===== src/rtl/dnn_unpack_pkg.sv =====
// Shared types for the FIFO word unpacker: FSM state encoding and slice-index sizing.
package dnn_unpack_pkg;

    typedef enum logic {
        UNPACK_IDLE   = 1'b0,
        UNPACK_STREAM = 1'b1
    } unpack_state_e;

    // A one-bit counter is kept even for degenerate ratios so the index never has zero width.
    function automatic int slice_idx_width(input int ratio);
        return (ratio > 1) ? $clog2(ratio) : 1;
    endfunction

endpackage


===== src/rtl/unpack_slice_mux.sv =====
// Combinational RATIO:1 slice selector for the word unpacker.
// Slice order is LSB first unless UNPACK_MSB_FIRST_EN is defined (then MSB first).
module unpack_slice_mux #(
    parameter int IN_WIDTH  = 512,
    parameter int OUT_WIDTH = 64,
    parameter int RATIO     = IN_WIDTH / OUT_WIDTH,
    parameter int IDX_W     = 3
) (
    input  logic [IN_WIDTH-1:0]  i_word,
    input  logic [IDX_W-1:0]     i_idx,
    output logic [OUT_WIDTH-1:0] o_slice
);

    logic [31:0] w_sel;

`ifdef UNPACK_MSB_FIRST_EN
    assign w_sel = 32'(RATIO - 1) - 32'(i_idx);
`else
    assign w_sel = 32'(i_idx);
`endif

    assign o_slice = i_word[w_sel*OUT_WIDTH +: OUT_WIDTH];

endmodule


===== src/rtl/fifo_word_unpacker.sv =====
// Pops wide words from a show-ahead FIFO and streams them out as OUT_WIDTH slices.
// Slice ordering is selected by UNPACK_MSB_FIRST_EN inside unpack_slice_mux.
module fifo_word_unpacker
    import dnn_unpack_pkg::*;
#(
    parameter int IN_WIDTH  = 512,
    parameter int OUT_WIDTH = 64
) (
    input  logic                 clock,
    input  logic                 reset_n,
    input  logic                 flush,
    input  logic [IN_WIDTH-1:0]  fifo_q,
    input  logic                 fifo_empty,
    output logic                 fifo_rdreq,
    output logic [OUT_WIDTH-1:0] out_data,
    output logic                 out_valid,
    output logic                 out_last,
    input  logic                 out_ready
);

    localparam int RATIO = IN_WIDTH / OUT_WIDTH;
    localparam int IDX_W = slice_idx_width(RATIO);
    localparam logic [IDX_W-1:0] LAST_IDX = IDX_W'(RATIO - 1);

    unpack_state_e        r_state;
    unpack_state_e        w_next_state;
    logic [IDX_W-1:0]     r_idx;
    logic [IDX_W-1:0]     w_next_idx;
    logic [IN_WIDTH-1:0]  r_hold;
    logic                 w_at_last;
    logic                 w_xfer;
    logic                 w_rdreq;

    assign w_at_last = (r_idx == LAST_IDX);
    assign w_xfer    = (r_state == UNPACK_STREAM) && out_ready;

    // Popping on the final accepted slice is what keeps consecutive words bubble-free.
    assign w_rdreq = reset_n && !flush && !fifo_empty &&
                     ((r_state == UNPACK_IDLE) ||
                      ((r_state == UNPACK_STREAM) && w_at_last && out_ready));

    always_comb begin
        w_next_state = r_state;
        w_next_idx   = r_idx;
        if (flush) begin
            w_next_state = UNPACK_IDLE;
            w_next_idx   = '0;
        end else if (w_rdreq) begin
            w_next_state = UNPACK_STREAM;
            w_next_idx   = '0;
        end else if (w_xfer) begin
            if (w_at_last) begin
                w_next_state = UNPACK_IDLE;
                w_next_idx   = '0;
            end else begin
                w_next_idx = r_idx + IDX_W'(1);
            end
        end
    end

    always_ff @(posedge clock or negedge reset_n) begin
        if (!reset_n) begin
            r_state <= UNPACK_IDLE;
            r_idx   <= '0;
            r_hold  <= '0;
        end else begin
            r_state <= w_next_state;
            r_idx   <= w_next_idx;
            if (w_rdreq) begin
                r_hold <= fifo_q;
            end
        end
    end

    unpack_slice_mux #(
        .IN_WIDTH  (IN_WIDTH),
        .OUT_WIDTH (OUT_WIDTH),
        .RATIO     (RATIO),
        .IDX_W     (IDX_W)
    ) u_slice_mux (
        .i_word  (r_hold),
        .i_idx   (r_idx),
        .o_slice (out_data)
    );

    assign fifo_rdreq = w_rdreq;
    assign out_valid  = (r_state == UNPACK_STREAM);
    assign out_last   = out_valid && w_at_last;

endmodule


===== config.mk =====
export PLATFORM = sky130hd
export DESIGN_NAME = fifo_word_unpacker
export DESIGN_NICKNAME = d
export VERILOG_FILES = /design/src/rtl/dnn_unpack_pkg.sv /design/src/rtl/unpack_slice_mux.sv /design/src/rtl/fifo_word_unpacker.sv
export SDC_FILE = /design/constraint.sdc
export NUM_CORES = 1
export LEC_CHECK = 0
export CELL_PAD_IN_SITES_DETAIL_PLACEMENT = 1
export CELL_PAD_IN_SITES_GLOBAL_PLACEMENT = 1
export CORE_ASPECT_RATIO = 0.8
export CORE_UTILIZATION = 38
export CTS_CLUSTER_DIAMETER = 40
export DETAILED_ROUTE_END_ITERATION = 10
export PLACE_DENSITY = 0.72
export SYNTH_ARGS = -nofsm -noshare
export SYNTH_HDL_FRONTEND = slang
export SYNTH_SLANG_ARGS = --single-unit

===== constraint.sdc =====
create_clock -name clock -period 2.75 [get_ports clock]
set_clock_uncertainty 0.15 [all_clocks]
set_input_delay 0.275 -clock clock [delete_from_list [all_inputs] [get_ports clock]]
set_output_delay 0.275 -clock clock [all_outputs]
set_load 0.01 [all_outputs]

; Word-level counts from Yosys, hierarchy flattened
; Index checks and enable logic that the tools add are counted.
; W data, S select, Z words.
[op_classes]
n_reduce_logical = 12
n_shift = 1
n_eq_ne = 1
n_bitwise = 1
addsub = 1
mux = 8
[ops]
columns = op, count
row1 = $shiftx A512 B10 Y64, 1
row2 = $mux W3, 4
row3 = $logic_and A1 B1 Y1, 6
row4 = $reduce_bool A3 Y1, 2
row5 = $mux W1, 4
row6 = $add A3 B1 Y3 const B, 1
row7 = $eq A3 B3 Y1 const B, 1
row8 = $logic_not A1 Y1, 2
row9 = $reduce_and A2 Y1, 1
row10 = $logic_or A1 B1 Y1, 1
row11 = $not A1 Y1, 1
[word_totals]
word_cells = 27
output_inout_bits = 67
regBits = 516
inputBits = 517

; Longest topological paths before layout
; Gate-level depths: netlist (run 1).
[depth]
depth_word = 7
ltp_mapped = 8
ltp_nobuf = 5

; Hierarchy
; Synthesis (run 1) repeated with hierarchy kept, for this count alone.
[hier_totals]
hier_cells = 1328
area_unflattened_um2 = 22980.8
[modules_own_cells]
columns = mod, cells_each, area_each_um2, seq_area_each_um2, n_inst
row1 = fifo_word_unpacker, 1101, 19148.4, 12912.4, 1
row2 = unpack_slice_mux, 227, 3832.4, 0.0, 1

; Worst setup path after synthesis (run 1)
; No wires, ideal clock.
[synth_timing]
path_type = register -> register
startpoint = reg r_idx[1]
endpoint = reg r_hold[481]
arrival_time_ns = 1.822
setup_time_ns = 0.125
path_slack_ns = 0.653
t_required_ns = 2.475
n_path_buf = 3
stages_incl_launch_ff = 9
period_less_slack_ns = 2.097
cell_sequence = dfrtp_1 ha_1 ha_1 nand2_1 a211oi_2 buf_2 buf_4 buf_4 mux2_2
[synth_via]
elab_chain_cells = 5
[synth_rtl]
columns = item, line_no
row1 = start: declaration, fifo_word_unpacker.sv:27  ; logic [IDX_W-1:0] r_idx;
row2 = start signal: assignment, fifo_word_unpacker.sv:68  ; r_idx <= w_next_idx;
row3 = $eq A3 B3 Y1, fifo_word_unpacker.sv:34  ; assign w_at_last = (r_idx == LAST_IDX);
row4 = $logic_and A1 B1 Y1 (2 in series), fifo_word_unpacker.sv:40  ; ((r_state == UNPACK_STREAM) && w_at_last && out_ready));
row5 = $logic_or A1 B1 Y1, fifo_word_unpacker.sv:39  ; ((r_state == UNPACK_IDLE) ||
row6 = $logic_and A1 B1 Y1, fifo_word_unpacker.sv:38  ; assign w_rdreq = reset_n && !flush && !fifo_empty &&
row7 = named net fifo_rdreq, fifo_word_unpacker.sv:14  ; output logic fifo_rdreq,
row8 = end signal: assignment, fifo_word_unpacker.sv:70  ; r_hold <= fifo_q;
row9 = end: declaration, fifo_word_unpacker.sv:29  ; logic [IN_WIDTH-1:0] r_hold;
; The timed path passes the listed nets, and every way through them passes these cells.
; A chain may end at the register's enable or synchronous reset.

; Worst setup path after layout (run 1)
[layout_timing]
startpoint = reg r_idx[0]
endpoint = out out_data[37]
[layout_via]
elab_chain_cells = 1
[layout_rtl]
columns = item, line_no
row1 = $shiftx A512 B10 Y64, unpack_slice_mux.sv:22  ; assign o_slice = i_word[w_sel*OUT_WIDTH +: OUT_WIDTH];
row2 = end: declaration, fifo_word_unpacker.sv:15  ; output logic [OUT_WIDTH-1:0] out_data,
; No other way between the ends.

==> reports/metrics.yaml, run 1 <==
critPathSlowestCell: "dfrtp_4"
wl_met1_um: 29300
worstPathCellList: "buf_12, buf_4, buf_6, mux4_2, mux2_4, buf_6"
relSlewSlack: 0.339
yosys_warnings: 0
final-seq-area_mm2: 0.0129
grt_pass1_vias: 16800
root_buffer: "clkbuf_16"
final_cell_mix: "clkdlybuf4s50_1, dfrtp_1, mux2_2, mux4_2, clkbuf_16"
fin_ws_ps: -154
grt-ovfl-total: 0
first_pass_iters: 4
crit_path_start_kind: "flop"
vdd_drop_max_uv: 458
fin_nets: 2535
drt_iter0_drc: 638
fin_crit_sh: 1.06
drv_cap: 0
cp.required_ps: 2330
nFillCells: 5513
cts-htree-levels: 3
ant_nets: 0
grt_antenna_before_repair: 37
fmax_mhz: 344
worst-path-buf-inv: 4
port_buffers: 583
cp_top_family: "multiplexers"
dieHeight_um: 222
cp_max_fo: 6
drv_slew: 0
layout_commonest_cell: "clkdlybuf4s50_1"
wire_per_inst_um: 25.3
fin_util: 0.574
vias: 14800
fin_crit_ps: 2900
p_per_area_mw_per_mm2: 757
ys_seq_elements: 516
leakage_nw: 13.8
crit_top_cell: "buf_6"
wl_met3_um: 4490
hold_viol: 0
top_layer_used: "met5"
synth_top_area_frac: 0.562
grt_max_degree: 168
route.detailed.drc: 0
clk_pin_slew_worst_paths_ps: 50
status: "finished, violations left"
synth_area_per_cell_um2: 17.3
path_class: "reg -> out"
slowest_delay_ps: 550
grt_first_pass_wirelength_um: 107000
cts_tree: "yes"
gp_congestion: 0.808
netlist_instances: 1329
die_w_um: 277
io_pins: 584
clk_latency_ps: 590
dp_hpwl_um: 48200
synthesis.nets: 1848
r2r_setup_slack_ps: 60
cts_made_buffers: 82
ys_seq_area_frac: 0.562
wl_um: 73100
syn-cell-area_mm2: 0.0230
tns_ps: -5690
multi_input_area_mm2: 0.00972
synth_area_leaders: "dfrtp_1, mux2_2, mux4_2, mux2_1, buf_4"
synth_cell_type_count: 18
start_util: 0.385
rsz0062_at_grt: "true"
dieArea_mm2: 0.0614
yosysTopAreaCell: "dfrtp_1"
drive_gt1_frac: 0.487
tightestPinTransition_ps: 991
wl_met2_um: 37100
cts.path.max_buffers: 3
finalSetupViolCount: 58
failed_checks: "negative setup slack"
area_delta_synth_final_pct: 49.1
hp-class: "in -> reg"
via_per_inst: 5.12
row_count: 80
cts_num_sinks: 516
critPathArrivalTime_ps: 2480
grt.total_usage: 0.233
end_kind: "output port"
core_region_area_mm2: 0.0597
power_w: 0.0259
==> per-stage QoR <==
stage,area [um2],hold WS (ps),setup slack (ps),cells
after floorplan,23000,-171,653,1329
after global placement,29900,315,98.5,2639
after detailed placement,29900,327,80.6,2639
after CTS,33700,79.8,-228,2843
after global routing,34200,104,-224,2881
final,34200,126,-154,2890
==> cells in the mapped netlist, drive strengths merged <==
cell	number
mux2	576
mux2i	3
mux4	128
nand2	3
a21oi	1
buf	78
a211oi	1
ha	2
nor3	3
dfrtp	516
clkbuf	15
nand2b	1
nor2	1
and2	1
==> worst reg2reg max path: cells and delay by family, from the launching register on <==
family | cells | cell delay, ps
buffers and inverters | 3 | 690
multiplexers | 1 | 430
flip-flops | 1 | 510
adder cells (fa/ha/maj) | 2 | 380
AO/OA/AOI/OAI | 1 | 350
AND/OR/NAND/NOR | 1 | 70
==> worst paths after layout <==
kind	from	endpoint	cells after the start
setup reg to reg	r_idx[0]	r_hold[159]	8
min in group asynchronous	reset_n	r_hold[400]	3
hold / removal	fifo_q[257]	r_hold[257]	2
max in group asynchronous	reset_n	r_hold[222]	4
hold reg to reg	r_hold[259]	r_hold[259]	1
setup / recovery	r_idx[0]	out_data[37]	6
==> layout make-up <==
type / count / area share
clock inverters: 57 / 0.0191
multi-input cells: 720 / 0.284
well taps: 779 / 0.0285
repair buffers: 696 / 0.225
diodes: 29 / 0.00212
flip-flops and latches: 516 / 0.377
clock buffers: 93 / 0.0644
==> what timing repair did <==
item	4_1_cts	5_1_grt
endpoints found under the hold margin	394	0
gates resized for setup	436	39
hold buffers	1	0
cloned	3	8
setup buffers	52	14
setup endpoints to repair	65	385
pin swaps	1	1
==> flip-flops by register name, summed over array words and instances (netlist names) <==
register and flops:
r_hold 512, r_idx 3, out_valid 1
==> cells by family (layout without fill, tap and decap cells) <==
group                    after synthesis  after routing  synth area share
AO/OA/AOI/OAI                          2              2          0.000762
adder cells (fa/ha/maj)                2              2           0.00109
flip-flops                           516            516             0.562
multiplexers                         707            707             0.409
AND/OR/NAND/NOR                        9              9           0.00185
buffers and inverters                 93            846            0.0251
other                                  0             29                 0
==> metal layers <==
layer,vias up,GRT usage
li1,6455,-
met1,7785,0.285
met2,409,0.388
met3,136,0.0686
met4,26,0.0930
met5,-,0
==> report_power, final <==
part           switching [W]  internal, W
clock                0.00399      0.00673
sequential          0.000959      0.00927
combinational        0.00155      0.00343
Power figures use the tool's default switching activity.
==> run 2, diff against run 1 <==
Settings changed: CORE_MARGIN set to 2, CORE_UTILIZATION 38 to 30, PLACE_DENSITY 0.72 to 0.58.
==> reports/metrics.yaml, run 2 (same netlist as run 1, synthesis figures left out) <==
status: "finished, violations left"  # unchanged
failed_checks: "negative setup slack"  # unchanged
cts_made_buffers: 85  # was 82
wl_um: 78900  # was 73,100 um
grt_antenna_before_repair: 38  # was 37
comb_power_share: 0.188  # was 0.192
wire_per_inst_um: 25.1  # was 25.3 um
power_w: 0.0267  # was 0.0259 W
drive_gt1_frac: 0.495  # was 0.487
startpoint: "r_idx[0]"  # unchanged
grt_first_pass_wirelength_um: 112000  # was 107,000 um
port_buffers: 583  # unchanged
relSlewSlack: 0.356  # was 0.339
worst-path-buf-inv: 6  # was 4
drv_cap: 0  # unchanged
area_delta_synth_final_pct: 53.1  # was 49.1%
hp-class: "in -> reg"  # unchanged
end_kind: "output port"  # unchanged
final_cells: 3145  # was 2,890
start_util: 0.304  # was 0.385
path_class: "reg -> out"  # unchanged
power.share.switching: 0.243  # was 0.251
drt_iter0_drc: 505  # was 638
top_register: "r_hold"  # unchanged
finalSetupViolCount: 64  # was 58
seqPwrFrac: 0.382  # was 0.395
cp.required_ps: 2330  # about the same
gp_congestion: 0.809  # was 0.808
fin_util: 0.465  # was 0.574
slowest_delay_ps: 500  # was 550 ps
cp_top_family: "buffers and inverters"  # was multiplexers
ant_nets: 0  # unchanged
fin_ws_ps: -253  # was -154 ps
cp_max_fo: 4  # was 6
cts-htree-levels: 3  # unchanged
crit_end: "out_data[17]"  # was out_data[37]
p_per_area_mw_per_mm2: 760  # was 757 mW/mm2
clk_pin_slew_worst_paths_ps: 50  # about the same
grt.total_usage: 0.191  # was 0.233
clk_latency_ps: 610  # was 590 ps
vias: 15000  # was 14,800
die_w_um: 313  # was 277 um
dieHeight_um: 252  # was 222 um
leakage_nw: 14.1  # was 13.8 nW
grt-ovfl-total: 0  # unchanged
hold_viol: 0  # unchanged
final_cell_mix: "clkdlybuf4s50_1, dfrtp_1, mux2_2, mux4_2, clkbuf_16"  # unchanged
r2r_setup_slack_ps: 110  # was 60 ps
via_per_inst: 4.76  # was 5.12
vdd_drop_max_uv: 449  # was 458 uV
fin_crit_sh: 1.09  # was 1.06
layout_commonest_cell: "clkdlybuf4s50_1"  # unchanged
worstPathCellList: "buf_12, buf_16, buf_8, buf_12, buf_8, mux4_2, mux2_2, buf_6"  # was buf_12, buf_4, buf_6, mux4_2, mux2_4, buf_6
power_switching_w: 0.00649  # was 0.00650 W
row_count: 90  # was 80
power_frac_clock: 0.430  # was 0.413
fin_crit_ps: 3000  # was 2900 ps
dieArea_mm2: 0.0788  # was 0.0614 mm2
cts_num_sinks: 516  # unchanged
tns_ps: -10250  # was -5690 ps
drv_slew: 0  # unchanged
root_buffer: "clkbuf_16"  # unchanged
rsz0062_at_grt: "true"  # unchanged
grt_max_degree: 161  # was 168
critPathArrivalTime_ps: 2580  # was 2480 ps
fmax_mhz: 333  # was 344 MHz
io_pins: 584  # unchanged
timing.rr.end: "r_hold[421]"  # was r_hold[159]
cts_tree: "yes"  # unchanged
fin_nets: 2559  # was 2,535
reg2reg_depth: 10  # was 8
critPathSlowestCell: "dfrtp_4"  # unchanged
dp.cells: 2878  # was 2,639
tightestPinTransition_ps: 967  # was 991 ps
cts.path.max_buffers: 3  # unchanged
cp_num_cells: 8  # was 6
largest_reg_flops: 512  # unchanged
r2r_start: "r_idx[0]"  # unchanged
route.detailed.drc: 0  # unchanged
grt_pass1_vias: 16800  # about the same
dp_hpwl_um: 52600  # was 48,200 um
intPower_w: 0.0202  # was 0.0194 W
core_region_area_mm2: 0.0756  # was 0.0597 mm2
crit_path_start_kind: "flop"  # unchanged
first_pass_iters: 4  # unchanged
==> run 2: how the worst min path moves through the flow <==
stage | from | endpoint | slack (ps) | cells past startpoint
final | fifo_q[428] | r_hold[428] | 110 | 2
after global routing | fifo_q[428] | r_hold[428] | 80 | 2
after detailed placement | reset_n | r_hold[83] | 250 | 2
after CTS | fifo_q[262] | r_hold[262] | 60 | 2
after global placement | reset_n | r_hold[19] | 260 | 2
after floorplan | reset_n | out_valid | -170 | 0
==> run 2: area by class of cell <==
type,instances,area [um2]
fillers,7321,40400
flip-flops and latches,516,12900
multi-input cells,720,9720
repair buffers,717,8110
clock buffers,103,2410
well taps,1012,1270
clock inverters,51,678
diodes,26,65.1
==> run 2: layer usage <==
| metal | GRT usage | vias to the layer above | wire length (um) |
|---|---|---|---|
| li1 | - | 6511 | - |
| met4 | 0.0655 | 28 | 2000 |
| met3 | 0.0601 | 122 | 4680 |
| met2 | 0.319 | 380 | 39700 |
| met5 | 0 | - | 172 |
| met1 | 0.234 | 7925 | 32300 |
==> run 2: through the flow <==
step           instance area, um2  setup WS (ps)  hold WS [ps]
2_1_floorplan               23000            653          -171
3_5_place_dp                30300           87.5           254
3_3_place_gp                30300           95.1           256
4_1_cts                     34000           -415          63.8
6_report                    35200           -253           113
5_1_grt                     35200           -333          84.6
==> run 2: power by group through the flow <==
stage | logic, W | clock network [W] | registers (W)
3_5_place_dp | 0.00463 | 0 | 0.0103
5_1_grt | 0.00541 | 0.0121 | 0.0104
6_report | 0.00504 | 0.0115 | 0.0102
4_1_cts | 0.00477 | 0.0118 | 0.0102
2_1_floorplan | 0.00275 | 0 | 0.00989
3_3_place_gp | 0.00451 | 0 | 0.0103
==> run 2: timing repair <==
| action | CTS | global route |
|---|---|---|
| cloned | 4 | 21 |
| setup buffers | 41 | 30 |
| endpoints found under the hold margin | 78 | 0 |
| gates resized for setup | 353 | 152 |
| hold buffers | 1 | 0 |
| endpoints found under the setup margin | 65 | 526 |
| pin swaps | 1 | 1 |
==> run 3, diff against run 2 <==
Settings changed: CTS_CLUSTER_DIAMETER 40 to 50.
==> reports/metrics.yaml, run 3 (same netlist as run 1, synthesis figures left out) <==
io_pins: 584  # unchanged
cts.path.max_buffers: 3  # unchanged
fin_nets: 2517  # was 2,559
hp-class: "in -> reg"  # unchanged
dieArea_mm2: 0.0788  # unchanged
power_w: 0.0238  # was 0.0267 W
seqPwrFrac: 0.427  # was 0.382
clk_latency_ps: 590  # was 610 ps
final_cells: 3079  # was 3,145
cts_made_buffers: 67  # was 85
min_from: "fifo_q[251]"  # was fifo_q[428]
drv_cap: 0  # unchanged
wire_per_inst_um: 24.7  # was 25.1 um
fmax_mhz: 338  # was 333 MHz
relSlewSlack: 0.382  # was 0.356
core_region_area_mm2: 0.0756  # unchanged
cts-htree-levels: 3  # unchanged
grt_antenna_before_repair: 30  # was 38
path_class: "reg -> out"  # unchanged
start_util: 0.304  # unchanged
vdd_drop_max_uv: 372  # was 449 uV
first_pass_iters: 4  # unchanged
tightestPinTransition_ps: 927  # was 967 ps
ant_nets: 0  # unchanged
root_buffer: "clkbuf_16"  # unchanged
fin_ws_ps: -207  # was -253 ps
finalSetupViolCount: 63  # was 64
comb_power_share: 0.205  # was 0.188
critPathArrivalTime_ps: 2530  # was 2580 ps
final_cell_mix: "clkdlybuf4s50_1, mux2_2, dfrtp_1, mux4_2, clkbuf_16"  # was clkdlybuf4s50_1, dfrtp_1, mux2_2, mux4_2, clkbuf_16
row_count: 90  # unchanged
hold_viol: 0  # unchanged
power_frac_clock: 0.367  # was 0.430
critPathSlowestCell: "dfrtp_4"  # unchanged
dp.cells: 2878  # unchanged
cp.required_ps: 2330  # about the same
cts_tree: "yes"  # unchanged
grt.total_usage: 0.190  # was 0.191
via_per_inst: 4.73  # was 4.76
slowest_delay_ps: 500  # about the same
dp_hpwl_um: 52600  # unchanged
timing.rr.end: "r_hold[486]"  # was r_hold[421]
fin_crit_sh: 1.08  # was 1.09
worstPathCellList: "buf_12, buf_16, buf_16, buf_8, mux4_2, mux2_4, buf_6"  # was buf_12, buf_16, buf_8, buf_12, buf_8, mux4_2, mux2_2, buf_6
clk_pin_slew_worst_paths_ps: 60  # was 50 ps
nFillCells: 7377  # was 7,321
drive_gt1_frac: 0.474  # was 0.495
end_kind: "output port"  # unchanged
cp_max_fo: 7  # was 4
drt_iter0_drc: 463  # was 505
crit_top_cell: "buf_16"
power.share.switching: 0.247  # was 0.243
wl_um: 76100  # was 78,900 um
leakage_nw: 13.5  # was 14.1 nW
intPower_w: 0.0179  # was 0.0202 W
grt_first_pass_wirelength_um: 111000  # was 112,000 um
status: "finished, violations left"  # unchanged
die_w_um: 313  # unchanged
grt_max_degree: 161  # unchanged
route.detailed.drc: 0  # unchanged
dieHeight_um: 252  # unchanged
tns_ps: -7250  # was -10,250 ps
drv_slew: 0  # unchanged
area_delta_synth_final_pct: 47.3  # was 53.1%
grt_pass1_vias: 16600  # was 16,800
fin_crit_ps: 2960  # was 3000 ps
vias: 14600  # was 15,000
crit_path_start_kind: "flop"  # unchanged
rsz0062_at_grt: "true"  # unchanged
top_register: "r_hold"  # unchanged
r2r_start: "r_idx[0]"  # unchanged
reg2reg_depth: 10  # unchanged
p_per_area_mw_per_mm2: 704  # was 760 mW/mm2
cts_num_sinks: 516  # unchanged
largest_reg_flops: 512  # unchanged
power_switching_w: 0.00590  # was 0.00649 W
r2r_setup_slack_ps: 100  # was 110 ps
layout_commonest_cell: "clkdlybuf4s50_1"  # unchanged
gp_congestion: 0.809  # unchanged
hold_depth: 2  # unchanged
hold_end: "r_hold[251]"  # was r_hold[428]
grt-ovfl-total: 0  # unchanged
port_buffers: 583  # unchanged
failed_checks: "negative setup slack"  # unchanged
fin_util: 0.448  # was 0.465
-- run 3: worst max-delay path by stage --
| stage | endpoint | cells past startpoint | slack (ps) | from |
|---|---|---|---|---|
| detailed placement | out_data[46] | 5 | 90 | r_idx[0] |
| floorplan | r_hold[481] | 8 | 650 | r_idx[1] |
| global route | out_data[3] | 7 | -290 | r_idx[0] |
| global placement | out_data[46] | 5 | 100 | r_idx[0] |
| CTS | out_data[4] | 7 | -280 | r_idx[0] |
| finish | out_data[3] | 7 | -210 | r_idx[0] |
-- run 3: cell type report --
cell class / instances / area (um2) / share of cell area
Multi-Input combinational cell: 720 / 9670 / 0.286
Antenna cell: 19 / 47.5 / 0.00140
Timing Repair Buffer: 693 / 7720 / 0.228
Sequential cell: 516 / 12900 / 0.382
Clock inverter: 25 / 253 / 0.00747
Clock buffer: 94 / 1960 / 0.0580
Tap cell: 1012 / 1270 / 0.0374
-- run 3: metal layers --
metal,track usage,vias up,routed length [um]
li1,-,6394,-
met1,0.235,7721,30900
met2,0.322,340,39100
met3,0.0572,97,4580
met4,0.0540,26,1360
met5,0,-,176
-- run 3: power groups by stage --
| stage | logic (W) | registers (W) | clock network, W |
|---|---|---|---|
| floorplan | 0.00275 | 0.00989 | 0 |
| global placement | 0.00451 | 0.0103 | 0 |
| global route | 0.00527 | 0.0104 | 0.00936 |
| CTS | 0.00492 | 0.0102 | 0.00904 |
| detailed placement | 0.00463 | 0.0103 | 0 |
| finish | 0.00490 | 0.0102 | 0.00876 |
-- run 3: repair_timing --
| item | in CTS | in global routing |
|---|---|---|
| resized for setup | 417 | 34 |
| endpoints found under the hold margin | 78 | 0 |
| pin swaps | 1 | 1 |
| setup buffers | 42 | 13 |
| setup endpoints to repair | 65 | 512 |
| cloned | 7 | 9 |
| hold buffers | 1 | 0 |
-- run 3: through the flow --
step | hold WS [ps] | cell area, um2 | setup slack (ps)
finish | 126 | 33800 | -207
global route | 104 | 33800 | -288
CTS | 76.5 | 33500 | -285
detailed placement | 254 | 30300 | 87.5
global placement | 256 | 30300 | 95.1
floorplan | -171 | 23000 | 653
-- run 3: worst max-delay path: cells and delay by family, from the launching register on --
family                 cells  cell delay [ps]
buffers and inverters      5              710
multiplexers               2              710
flip-flops                 1              500
